`config.mk`:
```
export PLATFORM = sky130hd
export DESIGN_NAME = imem_loader
export DESIGN_NICKNAME = d
export VERILOG_FILES = /design/src/rtl/imem_loader.sv
export SDC_FILE = /design/constraint.sdc
export NUM_CORES = 1
export LEC_CHECK = 0
export BUFFER_PORTS_ARGS = -buffer_cell sky130_fd_sc_hd__buf_4
export CORE_MARGIN = 8
export CORE_UTILIZATION = 30
export DETAILED_ROUTE_END_ITERATION = 10
export GPL_ROUTABILITY_DRIVEN = 0
export GPL_TIMING_DRIVEN = 0
export SLEW_MARGIN = 20
export SYNTH_ARGS = -nofsm -noshare
export SYNTH_HDL_FRONTEND = slang
export SYNTH_SLANG_ARGS = --single-unit
```
`constraint.sdc`:
```
create_clock -name clk -period 3 [get_ports clk]
set_clock_uncertainty 0.2 [all_clocks]
set_input_delay 0.6 -clock clk [delete_from_list [all_inputs] [get_ports clk]]
set_output_delay 0.6 -clock clk [all_outputs]
set_load 0.03 [all_outputs]
```
`src/rtl/imem_loader.sv`:
```
// imem_loader: streams 32-bit instruction words into a byte-addressed
// instruction memory, one little-endian byte per cycle, starting at a
// programmable base address. Keeps the core stalled while a session runs.
//
// Ports:
//   clk, rst         clock, synchronous active-high reset
//   start            begin a session (honoured in IDLE only)
//   base_addr        first byte address, latched on accepted start
//   word_count       number of words to load, latched on accepted start
//   in_valid/in_ready/in_word   word input stream (valid/ready)
//   mem_we/mem_addr/mem_wdata   registered byte write port
//   busy, core_hold  high whenever the loader is not idle
//   done             one-cycle pulse at the end of a session
//   err              sticky byte-address wrap flag
module imem_loader #(
   parameter int unsigned ADDR_W = 16,
   parameter int unsigned CNT_W  = 16
) (
   input  logic              clk,
   input  logic              rst,
   input  logic              start,
   input  logic [ADDR_W-1:0] base_addr,
   input  logic [CNT_W-1:0]  word_count,
   input  logic              in_valid,
   output logic              in_ready,
   input  logic [31:0]       in_word,
   output logic              mem_we,
   output logic [ADDR_W-1:0] mem_addr,
   output logic [7:0]        mem_wdata,
   output logic              busy,
   output logic              core_hold,
   output logic              done,
   output logic              err
);

   typedef enum logic [1:0] {
      S_IDLE   = 2'd0,
      S_ACCEPT = 2'd1,
      S_WRITE  = 2'd2,
      S_DONE   = 2'd3
   } state_t;

   state_t            state_q, state_d;
   logic [ADDR_W-1:0] addr_q, addr_d;
   logic [CNT_W-1:0]  rem_q, rem_d;
   logic [1:0]        byte_idx_q, byte_idx_d;
   logic [31:0]       word_q, word_d;
   logic              err_q, err_d;

   logic              in_ready_q, in_ready_d;
   logic              mem_we_q, mem_we_d;
   logic [ADDR_W-1:0] mem_addr_q, mem_addr_d;
   logic [7:0]        mem_wdata_q, mem_wdata_d;
   logic              busy_q, busy_d;
   logic              done_q, done_d;

   // Next-state, datapath and next-output logic.
   always_comb begin
      state_d    = state_q;
      addr_d     = addr_q;
      rem_d      = rem_q;
      byte_idx_d = byte_idx_q;
      word_d     = word_q;
      err_d      = err_q;

      case (state_q)
         S_IDLE: begin
            if (start) begin
               addr_d  = base_addr;
               rem_d   = word_count;
               err_d   = 1'b0;
               state_d = (word_count == '0) ? S_DONE : S_ACCEPT;
            end
         end
         S_ACCEPT: begin
            if (in_valid && in_ready_q) begin
               word_d     = in_word;
               byte_idx_d = 2'd0;
               state_d    = S_WRITE;
            end
         end
         S_WRITE: begin
            // addr_q always holds the address of the byte being presented.
            addr_d     = addr_q + ADDR_W'(1);
            byte_idx_d = byte_idx_q + 2'd1;
            if (addr_q == '1) begin
               err_d = 1'b1;
            end
            if (byte_idx_q == 2'd3) begin
               rem_d   = rem_q - CNT_W'(1);
               state_d = (rem_d == '0) ? S_DONE : S_ACCEPT;
            end
         end
         S_DONE: begin
            state_d = S_IDLE;
         end
         default: begin
            state_d = S_IDLE;
         end
      endcase

      // Outputs are registered from next-state values so they line up
      // with the state they describe.
      in_ready_d  = (state_d == S_ACCEPT);
      mem_we_d    = (state_d == S_WRITE);
      mem_addr_d  = addr_d;
      mem_wdata_d = 8'(word_d >> {byte_idx_d, 3'b000});
      busy_d      = (state_d != S_IDLE);
      done_d      = (state_d == S_DONE);
   end

   // State and output registers.
   always_ff @(posedge clk) begin
      if (rst) begin
         state_q     <= S_IDLE;
         addr_q      <= '0;
         rem_q       <= '0;
         byte_idx_q  <= 2'd0;
         word_q      <= 32'd0;
         err_q       <= 1'b0;
         in_ready_q  <= 1'b0;
         mem_we_q    <= 1'b0;
         mem_addr_q  <= '0;
         mem_wdata_q <= 8'd0;
         busy_q      <= 1'b0;
         done_q      <= 1'b0;
      end else begin
         state_q     <= state_d;
         addr_q      <= addr_d;
         rem_q       <= rem_d;
         byte_idx_q  <= byte_idx_d;
         word_q      <= word_d;
         err_q       <= err_d;
         in_ready_q  <= in_ready_d;
         mem_we_q    <= mem_we_d;
         mem_addr_q  <= mem_addr_d;
         mem_wdata_q <= mem_wdata_d;
         busy_q      <= busy_d;
         done_q      <= done_d;
      end
   end

   assign in_ready  = in_ready_q;
   assign mem_we    = mem_we_q;
   assign mem_addr  = mem_addr_q;
   assign mem_wdata = mem_wdata_q;
   assign busy      = busy_q;
   assign core_hold = busy_q;
   assign done      = done_q;
   assign err       = err_q;

endmodule
```
==> results of run 1 <==
==> flip-flops by register name (all words and copies together) (netlist names) <==
signal and flops:
mem_wdata 8, done 1, byte_idx_q 2, busy 1, mem_addr 16, err 1
state_q 2, in_ready 1, rem_q 16, word_q 32, mem_we 1
==> report_power, final <==
group	switching [uW]	internal [uW]	leakage, uW
registers	46.0	1120	0.000660
clock network	455	730	0.000156
logic	260	202	0.00168
total	761	2050	0.00250
==> cell type report <==
type	instances	area (sq um)	area share, %
buffer	39	177.7	3.265
multi-input combinational	389	2354	43.25
clock inverter	6	91.34	1.679
inverter	9	33.78	0.6208
clock buffer	9	225.2	4.139
timing repair buffer	95	713.2	13.11
tap	180	225.2	4.139
sequential	81	1622	29.80
==> what timing repair did <==
item | CTS | global route
pin swaps | 0 | 0
setup endpoints to repair | 1 | 6
cloned | 0 | 0
gates resized for setup | 1 | 4
==> path summary, 6_finish.rpt <==
path | startpoint | to | slack [ns] | cells after the start
min reg2reg | word_q[29] | word_q[29] | 0.29 | 2
max reg2reg | state_q[1] | mem_wdata[4] | 0.22 | 8
max | state_q[1] | mem_wdata[4] | 0.22 | 8
min | word_q[29] | word_q[29] | 0.29 | 2
==> worst min-delay path: stages, from the launching register on <==
cell and delay (ns):
sky130_fd_sc_hd__dfxtp_1 0.31, sky130_fd_sc_hd__mux2i_1 0.07, sky130_fd_sc_hd__nor2_1 0.08
==> through the flow <==
stage	setup WS (ns)	utilization (%)	instance area (sq um)
after floorplan	0.7303	-	4168
after global placement	0.03440	37.22	5106
after detailed placement	-0.03383	37.22	5106
after CTS	0.1744	39.55	5426
after global routing	0.04954	39.66	5441
final	0.2153	39.66	5441
==> layer usage <==
metal / up-vias / global-route usage [%] / share of wire [%]
met2: 175 / 23.12 / 44
met1: 1954 / 18.75 / 45
met5: - / 0 / 0
li1: 2059 / - / -
met4: 0 / 5.053 / 2.1
met3: 25 / 5.535 / 8.7
==> synthesized netlist by cell type, types with 3 or more instances <==
cell type,count
sky130_fd_sc_hd__nand3b_1,6
sky130_fd_sc_hd__a31oi_1,4
sky130_fd_sc_hd__nand3_1,32
sky130_fd_sc_hd__a211oi_1,4
sky130_fd_sc_hd__clkbuf_1,26
sky130_fd_sc_hd__a21oi_1,31
sky130_fd_sc_hd__nor3_1,19
sky130_fd_sc_hd__dfxtp_1,81
sky130_fd_sc_hd__o21ai_0,18
sky130_fd_sc_hd__nor4_1,5
sky130_fd_sc_hd__nand2_1,56
sky130_fd_sc_hd__nor2_1,72
sky130_fd_sc_hd__o211ai_1,4
sky130_fd_sc_hd__mux2i_1,34
sky130_fd_sc_hd__and2_1,3
sky130_fd_sc_hd__mux2_2,3
sky130_fd_sc_hd__a21o_1,9
sky130_fd_sc_hd__ha_1,7
sky130_fd_sc_hd__or3_1,4
sky130_fd_sc_hd__nand4_1,6
sky130_fd_sc_hd__xnor2_1,6
sky130_fd_sc_hd__a22oi_1,10
sky130_fd_sc_hd__buf_2,9
sky130_fd_sc_hd__a221oi_1,6
sky130_fd_sc_hd__nand2b_1,3
sky130_fd_sc_hd__inv_1,8
sky130_fd_sc_hd__and3_1,10
sky130_fd_sc_hd__a222oi_1,3
==> cells by family (layout without fill, tap and decap cells) <==
group,Yosys count,in the layout
xor gates and xnor gates,8,8
AOI/OAI and AO/OA,108,108
and+or+nand+nor,229,229
DFF,81,81
adders and majority gates,7,7
muxes,37,37
buffers and inverters,48,158
==> flow_metrics.tcl, run 1 <==
set metrics [dict create \
    status "finished, final reports clean" \
    worst_ep_required_time_ns 2.99 \
    area.growth.synth_to_final_pct 30.56 \
    cts_sinks 81 \
    critPathMaxStageDelay_ns 0.57 \
    setup.worst_path.start_class "flop" \
    fin_cells 808 \
    synth_adder_area_share_pct 2.101 \
    asyncSetResetFlopFracSynth_pct 0 \
    num_io_pins 98 \
    total_power_uw 2811 \
    first_iter_violations 274 \
    clkLatencyLatePin_ns 0.34 \
    worst_ep_arrival_time_ns 2.77 \
    grt.total_usage_pct 14.96 \
    netlist_instances 518 \
    h_tree_level_count 3 \
    clk_transition_reported_paths_ns 0.06 \
    layout.cells.most_common "sky130_fd_sc_hd__buf_4" \
    vdd.ir_drop.worst_mv 0.2749 \
    via_per_inst 5.214 \
    hold_viol_final 0 \
    core_sq_um 13720 \
    dieHeight_um 133.9 \
    post-route-min-period_ns 2.785 \
    fin_crit_sh_pct 92.82 \
    final_max_slew_viol_count 0 \
    grt_pass1_vias 4150 \
    finalWirelength_um 13610 \
    yosys.area_share.simple_pct 26.06 \
    post_drt_wl_per_cell_um 16.85 \
    critical_path.slowest_cell "sky130_fd_sc_hd__a32oi_1" \
    port-buffer-count 95 \
    post_route_cells_drive_above_1_share_pct 21.50 \
    cts_setup_buffers 0 \
    yosysSeqAreaShare_pct 38.91 \
    synth.largest_area_cell "sky130_fd_sc_hd__dfxtp_1" \
    critPathKind "flop to flop" \
    numCtsBuffers 9 \
    initial_antenna_violation_count 0 \
    drv.max_cap_violation_count 0 \
    grt_setup_unrepaired "false" \
    setup_viol_count_final 0 \
    layout.cells.most_common_list "sky130_fd_sc_hd__buf_4, sky130_fd_sc_hd__dfxtp_1, sky130_fd_sc_hd__nor2_1, sky130_fd_sc_hd__nand2_1, sky130_fd_sc_hd__mux2i_1" \
    max-clock-path-buffers 2 \
    timing_worst_slew_pin_value_ns 0.7352 \
    yosys_most_used_dff "sky130_fd_sc_hd__dfxtp_1" \
    synth_enable_flop_cells 0 \
    final_nets 699 \
    die_w_um 133.9 \
    largest_family_of_logic_cells_by_synthesized_area "simple AND/OR/NAND/NOR gates" \
    n_antenna_cell 0 \
    crit_buf_inv 2 \
    timing.max_slew.rel_slack_pct 50.66 \
    synth.net_count 593 \
    post_synth_instance_area_sq_um 4168 \
    dp.cells 793 \
    max_freq_mhz 359.1 \
    grt_overflow 0 \
    cp_cell_sequence "inv_1 > ha_1 > a21bo_2 > a32oi_1 > clkbuf_1 > nand2_1 > nand3_1 > a21oi_1" \
    drt_pre_antenna_iters 5 \
    ys_seq_elements 81 \
    grt_pass1_wl_um 21500 \
    postSynthAreaPerCell_sq_um 8.046 \
    multiplexer_area_fraction_after_synthesis_pct 8.976 \
    placementRows 43 \
    synth.top_cell.area_share_pct 38.91 \
    netlist_top_cells_area "sky130_fd_sc_hd__dfxtp_1, sky130_fd_sc_hd__mux2i_1, sky130_fd_sc_hd__nor2_1, sky130_fd_sc_hd__nand2_1, sky130_fd_sc_hd__nand3_1" \
    timing.critical_path.fanout_max 10 \
    power_leakage_uw 0.002496 \
    setup.worst_path.end_class "flop" \
    synthXorXnorAreaFrac_pct 1.681 \
    drc 0 \
    clock-root-buffer "sky130_fd_sc_hd__clkbuf_16" \
    detailedPlacementHpwl_um 10210 \
    cts-hold-fix-buffers 0 \
    nFillCells 1420 \
    design.die.area_sq_um 17920 \
    yosysWarningCount 0 \
    setup_total_negative_slack_ns 0 \
    synth_cell_type_count 56 \
    critical_path.top_delay_family "compound AO/OA/AOI/OAI gates" \
    final.hold.worst_slack_ns 0.2942 \
    tritoncts_clock_tree "yes" \
    route.antenna.remaining_nets 0 \
    grt_start_max_net_pins 15 \
    complex_gate_fraction_of_the_synthesized_area_pct 17.23 \
    pwr_dens_nw_per_um2 516.7 \
    via_count 4213 \
    initial_core_util_pct 30.38 \
    hold_class "flop to flop" \
]
Power figures use the tool's default switching activity.
==> run 2: changes to the inputs <==
--- a/config.mk
+++ b/config.mk
@@ -7,7 +7,7 @@
 export LEC_CHECK = 0
 export BUFFER_PORTS_ARGS = -buffer_cell sky130_fd_sc_hd__buf_4
 export CORE_MARGIN = 8
-export CORE_UTILIZATION = 30
+export CORE_UTILIZATION = 35
 export DETAILED_ROUTE_END_ITERATION = 10
 export GPL_ROUTABILITY_DRIVEN = 0
 export GPL_TIMING_DRIVEN = 0
==> flow_metrics.tcl, run 2 (synthesized netlist as in run 1, its figures left out) <==
set metrics [dict create \
    placementRows 40 \
    cts_sinks 81 \
    grt_pass1_wl_um 20850 \
    drt_pre_antenna_iters 5 \
    route.antenna.remaining_nets 0 \
    pre_cts_slack_ns -0.02548 \
    finalWirelength_um 13180 \
    critPathKind "flop to flop" \
    num_io_pins 98 \
    post_drt_wl_per_cell_um 16.99 \
    power_leakage_uw 0.002486 \
    design.die.area_sq_um 15660 \
    port-buffer-count 95 \
    final_max_slew_viol_count 0 \
    max-clock-path-buffers 2 \
    grt_pass1_vias 4037 \
    drv.max_cap_violation_count 0 \
    core_sq_um 11810 \
    internal_power_component_uw 1980 \
    dieHeight_um 125.1 \
    setup.worst_path.end_class "flop" \
    initial_antenna_violation_count 0 \
    setup_viol_count_final 0 \
    cts_setup_buffers 0 \
    final_nets 699 \
    cp_cell_sequence "inv_1 > ha_1 > clkbuf_1 > mux2i_2 > nor2_1 > clkbuf_1 > a222oi_1 > nor2_1" \
    fin_cells 776 \
    total_power_uw 2776 \
    grt_setup_unrepaired "false" \
    tritoncts_clock_tree "yes" \
    post_route_cells_drive_above_1_share_pct 21.62 \
    clkLatencyLatePin_ns 0.35 \
    max_freq_mhz 360.9 \
    area.growth.synth_to_final_pct 29.18 \
    fin_crit_sh_pct 92.35 \
    power_frac_clock_pct 41.6 \
    hold_viol_final 0 \
    worst_ep_required_time_ns 3.01 \
    clock-root-buffer "sky130_fd_sc_hd__clkbuf_16" \
    grt.total_usage_pct 16.51 \
    initial_core_util_pct 35.29 \
    timing_worst_slew_pin_value_ns 0.7637 \
    worst_ep_arrival_time_ns 2.78 \
    pwr_dens_nw_per_um2 515.6 \
    timing.critical_path.fanout_max 10 \
    h_tree_level_count 3 \
    clk_transition_reported_paths_ns 0.07 \
    setup.worst_path.start_class "flop" \
    die_w_um 125.1 \
    grt_overflow 0 \
    crit_buf_inv 3 \
    p_sw_uw 795.8 \
    combPwrFrac_pct 16.4 \
    numCtsBuffers 9 \
    p_sw_share_pct 28.67 \
    critical_path.slowest_cell "sky130_fd_sc_hd__mux2i_2" \
    hold_class "flop to flop" \
    number_of_flip_flops_in_the_largest_register 32 \
    layout.cells.most_common "sky130_fd_sc_hd__buf_4" \
    n_antenna_cell 0 \
    critPathMaxStageDelay_ns 0.55 \
    drc 0 \
    layout.cells.most_common_list "sky130_fd_sc_hd__buf_4, sky130_fd_sc_hd__dfxtp_1, sky130_fd_sc_hd__nor2_1, sky130_fd_sc_hd__nand2_1, sky130_fd_sc_hd__mux2i_1" \
    timing.max_slew.rel_slack_pct 48.74 \
    critical_path.top_delay_family "buffers and inverters" \
    dp.cells 760 \
    regMostFlops "word_q" \
    detailedPlacementHpwl_um 9849 \
    first_iter_violations 301 \
    via_count 4184 \
    vdd.ir_drop.worst_mv 0.4302 \
    via_per_inst 5.392 \
    post-route-min-period_ns 2.771 \
    grt_start_max_net_pins 17 \
    pwr-share-seq_pct 41.9 \
    final.setup.worst_slack_ns 0.2294 \
    status "finished, final reports clean" \
]
-- run 2: through the flow --
stage	hold WS [ns]	utilization [%]	setup TNS, ns	cell area, sq um
2_1_floorplan	0.2600	-	0	4168
3_3_place_gp	0.2708	42.88	0	5065
3_5_place_dp	0.2825	42.88	-0.02548	5065
4_1_cts	0.2988	45.53	0	5378
5_1_grt	0.3123	45.58	0	5384
6_report	0.2954	45.58	0	5384
-- run 2: final timing paths --
check	start	endpoint	slack [ns]	depth (start not counted)
worst max register to register	state_q[1]	mem_addr[4]	0.23	8
worst max-delay path	state_q[1]	mem_addr[4]	0.23	8
worst min register to register	word_q[12]	word_q[12]	0.30	2
worst min-delay path	word_q[12]	word_q[12]	0.30	2
-- run 2: what timing repair did --
| action | 4_1_cts | 5_1_grt |
|---|---|---|
| hold buffers | 0 | 0 |
| resized for setup | 1 | 3 |
| endpoints found under the setup margin | 1 | 2 |
| pin swaps | 0 | 0 |
-- run 2: worst reg2reg max path, delay by kind of cell (launching register included) --
family | cells | cell delay (ns)
buf+inv | 3 | 0.77
mux | 1 | 0.55
compound gates | 1 | 0.36
flops | 1 | 0.32
simple gates | 2 | 0.27
fa+ha+maj | 1 | 0.16
-- run 2: layout make-up --
cell class | instances | area, sq um
Clock buffer | 9 | 225.2
Multi-Input combinational cell | 389 | 2345
Sequential cell | 81 | 1622
Buffer | 39 | 177.7
Inverter | 9 | 33.78
Clock inverter | 7 | 83.83
Fill cell | 1189 | 6427
Tap cell | 147 | 183.9
Timing Repair Buffer | 95 | 713.2
-- run 2: power by group through the flow --
stage | clock, uW | combinational [uW] | sequential, uW
final | 1160 | 456 | 1160
after global routing | 1200 | 498 | 1170
after CTS | 1170 | 457 | 1160
after detailed placement | 0 | 454 | 1190
after global placement | 0 | 447 | 1190
after floorplan | 0 | 240 | 1220
-- run 2: metal layers --
| layer | up-vias | track usage [%] | share of wire (%) |
|---|---|---|---|
| met1 | 1960 | 20.27 | 44 |
| met3 | 18 | 5.397 | 6.8 |
| li1 | 2058 | - | - |
| met4 | 0 | 5.229 | 1.8 |
| met2 | 148 | 26.78 | 47 |
| met5 | - | 0 | 0 |
==> run 3: changes to the inputs <==
--- a/config.mk
+++ b/config.mk
@@ -11,6 +11,7 @@
 export DETAILED_ROUTE_END_ITERATION = 10
 export GPL_ROUTABILITY_DRIVEN = 0
 export GPL_TIMING_DRIVEN = 0
+export PLACE_DENSITY = 0.58
 export SLEW_MARGIN = 20
 export SYNTH_ARGS = -nofsm -noshare
 export SYNTH_HDL_FRONTEND = slang
==> flow_metrics.tcl, run 3 (synthesized netlist as in run 1, its figures left out) <==
set metrics [dict create \
    status "finished, final reports clean" \
    die_w_um 125.1 \
    post_cts.resized_instances 1 \
    detailedPlacementHpwl_um 9858 \
    post-route-min-period_ns 2.804 \
    core_sq_um 11810 \
    finalWirelength_um 13110 \
    tritoncts_clock_tree "yes" \
    r2r_cells 8 \
    setup.worst_path.start_class "flop" \
    grt_pass1_vias 4321 \
    grt_start_max_net_pins 16 \
    critPathKind "flop to flop" \
    drv.max_cap_violation_count 0 \
    area.growth.synth_to_final_pct 29.33 \
    post_drt_wl_per_cell_um 16.89 \
    number_of_flip_flops_in_the_largest_register 32 \
    grt_overflow 0 \
    max_freq_mhz 356.6 \
    placementRows 40 \
    n_antenna_cell 0 \
    setup.worst_path.end_class "flop" \
    h_tree_level_count 3 \
    first_iter_violations 233 \
    timing_worst_slew_pin_value_ns 0.7295 \
    final_instance_area_sq_um 5390 \
    dieHeight_um 125.1 \
    clkLatencyLatePin_ns 0.34 \
    fin_crit_sh_pct 93.48 \
    setup_viol_count_final 0 \
    worst_ep_arrival_time_ns 2.81 \
    layout.cells.most_common_list "sky130_fd_sc_hd__buf_4, sky130_fd_sc_hd__dfxtp_1, sky130_fd_sc_hd__nor2_1, sky130_fd_sc_hd__nand2_1, sky130_fd_sc_hd__mux2i_1" \
    layout.cells.most_common "sky130_fd_sc_hd__buf_4" \
    drt_pre_antenna_iters 5 \
    final_nets 699 \
    design.die.area_sq_um 15660 \
    power_leakage_uw 0.002483 \
    port-buffer-count 95 \
    initial_antenna_violation_count 0 \
    route.antenna.remaining_nets 0 \
    grt_pass1_wl_um 21290 \
    multi_input_area_sq_um 2349 \
    timing.critical_path.fanout_max 10 \
    regMostFlops "word_q" \
    max-clock-path-buffers 2 \
    via_count 4174 \
    dp.cells 760 \
    hold_viol_final 0 \
    hold_class "flop to flop" \
    dpl-instance-area_sq_um 5065 \
    worst_ep_required_time_ns 3.00 \
    drc 0 \
    post_route_cells_drive_above_1_share_pct 21.62 \
    initial_core_util_pct 35.29 \
    grt.total_usage_pct 16.79 \
    cts-hold-fix-buffers 0 \
    cts_setup_buffers 0 \
    num_io_pins 98 \
    layout.area.seq_sq_um 1622 \
    clk_transition_reported_paths_ns 0.06 \
    pwr_dens_nw_per_um2 515.3 \
    cts_sinks 81 \
    clock-root-buffer "sky130_fd_sc_hd__clkbuf_16" \
    fin_cells 776 \
    vdd.ir_drop.worst_mv 0.3914 \
    numCtsBuffers 9 \
    grt_setup_unrepaired "false" \
    timing.hold.worst_path_depth 2 \
    timing.max_slew.rel_slack_pct 51.37 \
    nFillCells 1219 \
    via_per_inst 5.379 \
    final_max_slew_viol_count 0 \
]
[run 3: changes by cell type in the layout (fill, tap and decap cells not counted), sizes merged]
cell,change
clkbuf,+1
inv,-1
clkinvlp,+1
clkinv,-1
[run 3: path summary, 6_finish.rpt]
| kind | to | slack, ns | start |
|---|---|---|---|
| min reg2reg | word_q[18] | 0.29 | word_q[18] |
| min | word_q[18] | 0.29 | word_q[18] |
| max | mem_addr[4] | 0.20 | state_q[1] |
| max reg2reg | mem_addr[4] | 0.20 | state_q[1] |
[run 3: power by group]
group	internal, uW	switching, uW	leakage [uW]
Combinational	201	257	0.00168
Sequential	1120	45.5	0.000660
Clock	679	477	0.000148
Total	2000	779	0.00248
[run 3: through the flow]
step	hold slack (ns)	power [uW]	setup TNS, ns	setup WS, ns	utilization [%]
2_1_floorplan	0.2600	1458	0	0.7303	-
3_3_place_gp	0.2691	1634	0	0.003801	42.88
3_5_place_dp	0.2828	1642	-0.03631	-0.03631	42.88
4_1_cts	0.2994	2800	0	0.1812	45.56
5_1_grt	0.3204	2888	0	0.04744	45.64
6_report	0.2931	2778	0	0.1956	45.64
[run 3: metal layers]
layer / global-route usage, % / wire [um] / part of all wire (%) / vias to the layer above
met4: 6.519 / 261 / 2.0 / 0
met5: 0 / 0 / 0 / -
li1: - / - / - / 2062
met1: 19.78 / 5749 / 44 / 1942
met3: 5.440 / 949 / 7.2 / 20
met2: 27.80 / 6146 / 47 / 150
[run 3: layout make-up]
class,instances,share of cell area [%]
plain buffers,39,3.273
clock buffers,10,4.434
inverters,9,0.6267
multi-input cells,389,43.57
repair buffers,95,13.23
clock inverters,6,1.370
flip-flops and latches,81,30.08
well taps,147,3.412
[run 3: worst max-delay path, cell delays in order (launching register included)]
cell and delay, ns:
sky130_fd_sc_hd__dfxtp_1 0.33, sky130_fd_sc_hd__inv_1 0.12, sky130_fd_sc_hd__ha_1 0.16, sky130_fd_sc_hd__clkbuf_1 0.33, sky130_fd_sc_hd__mux2i_2 0.57, sky130_fd_sc_hd__nor2_1 0.22
sky130_fd_sc_hd__clkbuf_1 0.32, sky130_fd_sc_hd__a222oi_1 0.35, sky130_fd_sc_hd__nor2_1 0.06
